**src/rtl/lcd_pkg.sv**
```systemverilog
// Shared types and constants for the HD44780 write-only controller.
// Holds the FSM state set, the power-up command table and long-command list.
package lcd_pkg;

   localparam int CNT_W = 20;

   typedef enum logic [2:0] {
      S_PWRUP,
      S_INIT,
      S_IDLE,
      S_SETUP,
      S_PULSE,
      S_HOLD,
      S_EXEC
   } state_e;

   // Entry 0 is issued first: function set, display on, clear, entry mode.
   localparam logic [3:0][7:0] INIT_CMDS = {8'h06, 8'h01, 8'h0C, 8'h38};

   localparam logic [2:0][7:0] LONG_CMDS = {8'h03, 8'h02, 8'h01};

   function automatic logic is_long(input logic rs, input logic [7:0] b);
      logic hit;
      hit = 1'b0;
      for (int i = 0; i < 3; i++) begin
         if (b == LONG_CMDS[i]) hit = 1'b1;
      end
      return !rs && hit;
   endfunction

endpackage

```
**src/rtl/lcd_fifo.sv**
```systemverilog
// Small command FIFO with wrap-around pointers; pushes into a full FIFO
// are ignored even when a pop happens in the same cycle.
module lcd_fifo #(
   parameter int DEPTH = 4,
   parameter int WIDTH = 9
) (
   input  logic             clk,
   input  logic             rst,
   input  logic             push_i,
   input  logic             pop_i,
   input  logic [WIDTH-1:0] wdata_i,
   output logic [WIDTH-1:0] rdata_o,
   output logic             full_o,
   output logic             empty_o
);

   localparam int AW = (DEPTH > 1) ? $clog2(DEPTH) : 1;
   localparam int CW = $clog2(DEPTH + 1);

   logic [WIDTH-1:0] mem_q [DEPTH];
   logic [AW-1:0]    wptr_q;
   logic [AW-1:0]    rptr_q;
   logic [CW-1:0]    cnt_q;
   logic             do_push;
   logic             do_pop;

   assign full_o  = (cnt_q == CW'(DEPTH));
   assign empty_o = (cnt_q == '0);
   assign do_push = push_i && !full_o;
   assign do_pop  = pop_i && !empty_o;
   assign rdata_o = mem_q[rptr_q];

   always_ff @(posedge clk) begin
      if (do_push) mem_q[wptr_q] <= wdata_i;
   end

   always_ff @(posedge clk or posedge rst) begin
      if (rst) begin
         wptr_q <= '0;
         rptr_q <= '0;
         cnt_q  <= '0;
      end else begin
         if (do_push)
            wptr_q <= (wptr_q == AW'(DEPTH - 1)) ? '0 : wptr_q + 1'b1;
         if (do_pop)
            rptr_q <= (rptr_q == AW'(DEPTH - 1)) ? '0 : rptr_q + 1'b1;
         cnt_q <= cnt_q + CW'(do_push) - CW'(do_pop);
      end
   end

endmodule

```
**src/rtl/lcd_ctrl.sv**
```systemverilog
// HD44780 write-only controller: power-up wait, init sequence, then
// drains queued RS/byte entries with SETUP/PULSE/HOLD/EXEC timing.
module lcd_ctrl
   import lcd_pkg::*;
#(
   parameter int T_PWRUP = 750000,
   parameter int T_SETUP = 4,
   parameter int T_PULSE = 12,
   parameter int T_HOLD  = 4,
   parameter int T_EXEC  = 1850,
   parameter int T_LONG  = 76000
) (
   input  logic       clk,
   input  logic       rst,
   input  logic       wr_en,
   input  logic [8:0] wr_data,
   output logic       full,
   output logic       busy,
   output logic       init_done,
   output logic       ovf,
   output logic       lcd_on,
   output logic       lcd_en,
   output logic       lcd_rs,
   output logic       lcd_rw,
   output logic [7:0] lcd_data
);

   localparam logic [CNT_W-1:0] PWRUP_LD = CNT_W'(T_PWRUP - 1);
   localparam logic [CNT_W-1:0] SETUP_LD = CNT_W'(T_SETUP - 1);
   localparam logic [CNT_W-1:0] PULSE_LD = CNT_W'(T_PULSE - 1);
   localparam logic [CNT_W-1:0] HOLD_LD  = CNT_W'(T_HOLD - 1);
   localparam logic [CNT_W-1:0] EXEC_LD  = CNT_W'(T_EXEC - 1);
   localparam logic [CNT_W-1:0] LONG_LD  = CNT_W'(T_LONG - 1);

   state_e           state_q;
   logic [CNT_W-1:0] cnt_q;
   logic [1:0]       idx_q;
   logic             init_done_q;
   logic             ovf_q;
   logic             lcd_on_q;
   logic             lcd_en_q;
   logic             lcd_rs_q;
   logic [7:0]       lcd_data_q;

   logic       fifo_pop;
   logic       fifo_full;
   logic       fifo_empty;
   logic [8:0] fifo_rdata;

   assign fifo_pop = (state_q == S_IDLE) && !fifo_empty && init_done_q;

   lcd_fifo #(
      .DEPTH(4),
      .WIDTH(9)
   ) u_fifo (
      .clk    (clk),
      .rst    (rst),
      .push_i (wr_en),
      .pop_i  (fifo_pop),
      .wdata_i(wr_data),
      .rdata_o(fifo_rdata),
      .full_o (fifo_full),
      .empty_o(fifo_empty)
   );

   always_ff @(posedge clk or posedge rst) begin
      if (rst) ovf_q <= 1'b0;
      else if (wr_en && fifo_full) ovf_q <= 1'b1;
   end

   // Each timed state loads cnt_q on entry and leaves once it reads zero.
   always_ff @(posedge clk or posedge rst) begin
      if (rst) begin
         state_q     <= S_PWRUP;
         cnt_q       <= PWRUP_LD;
         idx_q       <= '0;
         init_done_q <= 1'b0;
         lcd_on_q    <= 1'b0;
         lcd_en_q    <= 1'b0;
         lcd_rs_q    <= 1'b0;
         lcd_data_q  <= '0;
      end else begin
         lcd_on_q <= 1'b1;
         unique case (state_q)
            S_PWRUP: begin
               if (cnt_q == '0) state_q <= S_INIT;
               else cnt_q <= cnt_q - 1'b1;
            end
            S_INIT: begin
               lcd_rs_q   <= 1'b0;
               lcd_data_q <= INIT_CMDS[idx_q];
               cnt_q      <= SETUP_LD;
               state_q    <= S_SETUP;
            end
            S_IDLE: begin
               if (fifo_pop) begin
                  lcd_rs_q   <= fifo_rdata[8];
                  lcd_data_q <= fifo_rdata[7:0];
                  cnt_q      <= SETUP_LD;
                  state_q    <= S_SETUP;
               end
            end
            S_SETUP: begin
               if (cnt_q == '0) begin
                  lcd_en_q <= 1'b1;
                  cnt_q    <= PULSE_LD;
                  state_q  <= S_PULSE;
               end else cnt_q <= cnt_q - 1'b1;
            end
            S_PULSE: begin
               if (cnt_q == '0) begin
                  lcd_en_q <= 1'b0;
                  cnt_q    <= HOLD_LD;
                  state_q  <= S_HOLD;
               end else cnt_q <= cnt_q - 1'b1;
            end
            S_HOLD: begin
               if (cnt_q == '0) begin
                  cnt_q   <= is_long(lcd_rs_q, lcd_data_q) ? LONG_LD : EXEC_LD;
                  state_q <= S_EXEC;
               end else cnt_q <= cnt_q - 1'b1;
            end
            S_EXEC: begin
               if (cnt_q != '0) cnt_q <= cnt_q - 1'b1;
               else if (init_done_q) state_q <= S_IDLE;
               else if (idx_q == 2'd3) begin
                  init_done_q <= 1'b1;
                  state_q     <= S_IDLE;
               end else begin
                  idx_q   <= idx_q + 1'b1;
                  state_q <= S_INIT;
               end
            end
            default: state_q <= S_PWRUP;
         endcase
      end
   end

   assign full      = fifo_full;
   assign busy      = (state_q != S_IDLE) || !fifo_empty;
   assign init_done = init_done_q;
   assign ovf       = ovf_q;
   assign lcd_on    = lcd_on_q;
   assign lcd_en    = lcd_en_q;
   assign lcd_rs    = lcd_rs_q;
   assign lcd_rw    = 1'b0;
   assign lcd_data  = lcd_data_q;

endmodule

```
**config.mk**
```make
export PLATFORM = sky130hd
export DESIGN_NAME = lcd_ctrl
export DESIGN_NICKNAME = d
export VERILOG_FILES = /design/src/rtl/lcd_pkg.sv /design/src/rtl/lcd_fifo.sv /design/src/rtl/lcd_ctrl.sv
export SDC_FILE = /design/constraint.sdc
export NUM_CORES = 1
export LEC_CHECK = 0
export CAP_MARGIN = 0
export CORE_ASPECT_RATIO = 0.7
export CORE_MARGIN = 2
export CORE_UTILIZATION = 55
export DETAILED_ROUTE_END_ITERATION = 12
export PLACE_DENSITY = 0.77
export SYNTH_ARGS = -nofsm -noshare
export SYNTH_HDL_FRONTEND = slang
export SYNTH_SLANG_ARGS = --single-unit
export TNS_END_PERCENT = 20
```
**constraint.sdc**
```tcl
create_clock -name clk -period 3.1 [get_ports clk]
set_input_delay 0.62 -clock clk [delete_from_list [all_inputs] [get_ports clk]]
set_output_delay 0.62 -clock clk [all_outputs]
set_load 0.01 [all_outputs]
```
# After elaboration in Yosys (flattened, before gate mapping)
# Memories as Yosys holds them, arrays and structs flattened.
# Cells that the tools add are included.
[word_totals] regBits=45 mem_bits_rw=36 out_inout_bits=16 memories=1
[classes] n_addsub=6 order_cmp=1 eq_ne=22 muxes=37 bitwise=3 n_reduce_logical=23
[mem_list] name="u_fifo.mem_q" words=4 word_bits=9 rd=1 rd_ports_with_merged_regs=0 wr=1 line_no="lcd_fifo.sv:20" source="logic [WIDTH-1:0] mem_q [DEPTH];"
[op_table] cell="$pmux 20 s7" n=1
[op_table] cell="$mux 20" n=6
[op_table] cell="$pmux 3 s7" n=1
[op_table] cell="$logic_not 20->1" n=1
[op_table] cell="$reduce_bool 20->1" n=1
[op_table] cell="$sub 20x1->20 const B" n=1
[op_table] cell="$mux 3" n=6
[op_table] cell="$mux 17" n=1
[op_table] cell="$bmux 8 s2" n=1
[op_table] cell="$eq 8x2->1 const B" n=2
[op_table] cell="$mux 8" n=2
[op_table] cell="$pmux 8 s2" n=1
[op_table] cell="$ne 2x2->1 const B" n=7
[op_table] cell="$eq 3x3->1 const B" n=4
[op_table] cell="$mux 1" n=12
[op_table] cell="$eq 8x1->1 const B" n=1
[op_table] cell="$mux 2" n=4
[op_table] cell="$reduce_and 4->1" n=2
[op_table] cell="$reduce_bool 7->1" n=1
[op_table] cell="$add 2x1->2 const B" n=3
[op_table] cell="$eq 2x2->1 const B" n=3
[op_table] cell="$eq 3x2->1 const B" n=2
[op_table] cell="$logic_and 1x1->1" n=6
[op_table] cell="$logic_not 3->1" n=2
[op_table] cell="other kinds (14)" n=21

# Depth between registers and ports, before layout
[logic_depth] word_depth=10 mapped_depth=10 ltp_nobuf=8

# Hierarchy
# A second synthesis with hierarchy kept.
[hier_totals] cells_unflattened=359 hier_area_um2=4191.5
[by_module_without_submodules] mod="lcd_ctrl" n_inst=1 cells_per_inst=273 area_per_inst_um2=2441.1 seq_area_each_um2=967.2
[by_module_without_submodules] mod="lcd_fifo" n_inst=1 cells_per_inst=86 area_per_inst_um2=1750.4 seq_area_each_um2=1256.2

# Least setup slack after synthesis
# OpenSTA, ideal clock, no wires.
[synth_path] path_type="flip-flop to flip-flop" from="reg cnt_q[0]" to="reg idx_q[1]" arrival_ns=2.237 path_slack_ns=0.735 path_stages_with_launch=9 synth_period_minus_slack_ns=2.365 path_cell_list="dfstp_2 -> inv_1 -> ha_1 -> or4b_1 -> or4_4 -> nor2_4 -> nand2_2 -> nor4_4 -> mux2_1"
[synth_via] elab_chain_len=3
[synth_lines] element="from (decl)" line_no="lcd_ctrl.sv:36" source="logic [CNT_W-1:0] cnt_q;"
[synth_lines] element="from (signal assigned)" line_no="lcd_ctrl.sv:87" source="else cnt_q <= cnt_q - 1'b1;"
[synth_lines] element="from (signal assigned)" line_no="lcd_ctrl.sv:108" source="end else cnt_q <= cnt_q - 1'b1;"
[synth_lines] element="from (signal assigned)" line_no="lcd_ctrl.sv:115" source="end else cnt_q <= cnt_q - 1'b1;"
[synth_lines] element="$reduce_bool 20->1" line_no="lcd_ctrl.sv:124" source="if (cnt_q != '0) cnt_q <= cnt_q - 1'b1;"
[synth_lines] element="$not 1->1 (no line)"
[synth_lines] element="$reduce_and 4->1 (no line)"
[synth_lines] element="to (signal assigned)" line_no="lcd_ctrl.sv:130" source="idx_q <= idx_q + 1'b1;"
[synth_lines] element="to (decl)" line_no="lcd_ctrl.sv:37" source="logic [1:0] idx_q;"
# Every way passes these cells.
# A chain may end at the register's enable or synchronous reset.

# Final worst setup path
[layout_path] from="reg state_q[2]" to="out busy"
[layout_via] elab_chain_len=2
[layout_lines] element="from (decl)" line_no="lcd_ctrl.sv:35" source="state_e state_q;"
[layout_lines] element="from (signal assigned)" line_no="lcd_ctrl.sv:74" source="state_q <= S_PWRUP;"
[layout_lines] element="from (signal assigned)" line_no="lcd_ctrl.sv:86" source="if (cnt_q == '0) state_q <= S_INIT;"
[layout_lines] element="from (signal assigned)" line_no="lcd_ctrl.sv:93" source="state_q <= S_SETUP;"
[layout_lines] element="$ne 3x2->1" line_no="lcd_ctrl.sv:140" source="assign busy = (state_q != S_IDLE) || !fifo_empty;"
[layout_lines] element="$logic_or 1x1->1" line_no="lcd_ctrl.sv:140"
[layout_lines] element="to (decl)" line_no="lcd_ctrl.sv:18" source="output logic busy,"
# Every way passes these cells.

==> results.py <==
metrics = {
    "routing": {
        "drt_pass1_iterations": 5,
        "ant_nets": 0,
        "routedWlPerCell_um": 18.52,
        "via_count": 3099,
        "avgViaCountPerCell": 6.198,
        "drc": 0,
        "drt-initial-drc-count": 335,
        "wirelength_um": 9259,
    },
    "final_layout": {
        "final_common_cell": "nand2_1",
        "drive_gt1_frac": 0.1617,
        "multi_input_area_um2": 1789,
        "fillCellCount": 582,
        "area_delta_synth_final_pct": 13.04,
        "seq_area_um2": 2223,
        "antenna_cells": 0,
        "design_area_um2": 4706,
        "layout.nets": 422,
        "mostFrequentLayoutCells": "nand2_1, edfxtp_1, dfrtp_1",
    },
    "sta": {
        "timing.hold.ws_ps": 470.5,
        "fmax_mhz": 346.3,
        "drv_slew": 0,
        "tightest_slew_ps": 1275,
        "relSlewSlack": 0.1451,
        "setup_viol": 0,
        "fin_crit_ps": 2888,
        "fin_crit_sh": 0.9315,
        "hold_violations": 0,
        "setup_tns_ps": 0,
        "clock_skew_ps": 12.01,
        "rsz0062_at_grt": "false",
    },
    "synthesis": {
        "synth_edf_count": 36,
        "synth_top_flop_cell": "edfxtp_1",
        "synth_top_area_cell": "edfxtp_1",
        "yosysWarnings": 0,
        "synth_cells": 369,
        "ys_ff_latch": 81,
        "yosysUniqueCellTypes": 65,
        "yosys.area.top_type_share": 0.2597,
        "ys_seq_area_frac": 0.5341,
        "syn_avg_cell_area_um2": 11.28,
        "ys_top_cells_by_area": "edfxtp_1, dfrtp_1, dfstp_2",
        "async_flop_share": 0.5556,
        "synth_area_um2": 4163,
        "synthesis.nets": 394,
    },
    "place": {
        "io_buffers": 26,
        "hpwlAfterDp_um": 6612,
        "placed_cell_area_um2": 4521,
        "gp_congestion": 0.9403,
    },
    "floorplanning": {
        "num_rows": 26,
        "fp.dieW_um": 108.0,
        "die_y_um": 76.79,
        "core_um2": 7320,
        "start_util": 0.5687,
        "ioPinCount": 28,
        "dieArea_um2": 8291,
    },
    "global_route": {
        "grt_first_pass_wirelength_um": 15190,
        "grt_overflow_total": 0,
        "antenna_found_initial": 0,
        "grt_max_degree": 46,
        "grt_usage": 0.2429,
        "grt_pass1_vias": 2961,
    },
    "clock_network": {
        "clk_latency_ps": 370,
        "htree_levels": 3,
        "clk_path_buf_depth": 2,
        "numCtsBuffers": 9,
        "post_cts_resized": 0,
        "cts_root_buf": "clkbuf_8",
        "cts_sinks": 81,
        "cts_tree": "built",
        "hold_buffers": 0,
        "clk_pin_slew_ps": 90,
        "post_cts_buffers": 0,
    },
    "critical_path": {
        "crit_path_end_kind": "output port",
        "r2r_end": "cnt_q[4]",
        "startpoint_type": "register",
        "cp_max_fo": 8,
        "required_ps": 2480,
        "r2r_slack_ps": 320,
        "r2r_cells": 8,
        "critPathArrivalTime_ps": 2270,
        "r2r_start": "cnt_q[0]",
        "path_class": "register to output port",
    },
    "worst_hold_path": {
        "min_to": "ovf",
        "min_path_type": "register to register",
        "worstHoldPathCells": 1,
        "worstHoldStart": "ovf",
    },
    "status": {
        "status": "finished, final reports clean",
    },
    "flow_run": {
        "maxCapViolCount": 0,
    },
    "power_and_ir_drop": {
        "totalPowerFinal_mw": 2.355,
        "power_density_nw_per_um2": 500.4,
        "leakagePower_nw": 1.751,
        "ir_drop_mv": 0.3894,
    },
}
-- state kept, by name (all words and copies together), names as in the netlist --
register,flops
u_fifo.mem_q,36
cnt_q,20
lcd_data,8
state_q,3
u_fifo.cnt_q,3
idx_q,2
u_fifo.rptr_q,2
u_fifo.wptr_q,2
init_done,1
lcd_en,1
lcd_on,1
lcd_rs,1
ovf,1
-- critical path: stages (launching register included) --
cell             delay (ps)
dfrtp_1                 410
nor2b_2                 240
nand2b_1                240
or4_1                   490
clkdlybuf4s50_1         510
-- cell usage after synthesis, drive strengths merged (10+ instances only) --
master  instances
edfxtp         36
clkbuf         11
nand3          14
dfstp          13
a31oi          10
ha             12
inv            14
o21ai          21
nor2           23
dfrtp          32
a21oi          14
nand2          44
-- layout make-up --
class                      count  share of cell area
multi-input combinational    255              0.3802
timing repair buffer          36             0.07126
tap                           98             0.02606
clock inverter                 7             0.01250
sequential                    81              0.4725
clock buffer                   9             0.02632
inverter                      14             0.01117
-- worst max-delay path by stage --
stage / startpoint / endpoint / cells past startpoint
floorplan: cnt_q[0] / idx_q[1] / 8
global placement: cnt_q[0] / cnt_q[17] / 9
detailed placement: cnt_q[0] / cnt_q[4] / 8
CTS: state_q[2] / busy / 4
global route: state_q[2] / busy / 4
finish: state_q[2] / busy / 4
-- report_power, final --
part           internal, mW  leakage (nW)  switching (mW)
registers              1.27         0.853          0.0637
logic                 0.122         0.803           0.171
clock network         0.306        0.0946           0.426
total                  1.69          1.75           0.661
-- stage by stage --
| step | utilization | worst slack (ps) | cells |
|---|---|---|---|
| floorplan | - | 735.2 | 369 |
| global placement | 0.6176 | 504.8 | 484 |
| detailed placement | 0.6176 | 462.1 | 484 |
| CTS | 0.6426 | 70.19 | 500 |
| global route | 0.6429 | 122.4 | 500 |
| finish | 0.6429 | 212.4 | 500 |
-- kinds of logic (layout without fill, tap and decap cells) --
| family | count (synthesis) | after routing | synth area share |
|---|---|---|---|
| mux | 14 | 14 | 0.06162 |
| simple gates | 133 | 133 | 0.1686 |
| buf+inv | 33 | 66 | 0.03667 |
| xor+xnor | 3 | 3 | 0.006313 |
| flops | 81 | 81 | 0.5341 |
| other cells | 2 | 2 | 0.001804 |
| fa+ha+maj | 14 | 14 | 0.04328 |
| compound gates | 89 | 89 | 0.1476 |
-- per-layer routing --
metal | share of wire | wire length (um) | global-route usage | vias up
li1 | - | - | - | 1432
met1 | 0.47 | 4321 | 0.3654 | 1521
met2 | 0.44 | 4075 | 0.3340 | 132
met3 | 0.080 | 737 | 0.06548 | 14
met4 | 0.014 | 125 | 0.09487 | 0
met5 | 0 | 0 | 0 | -
(Power assumes the default switching activity.)
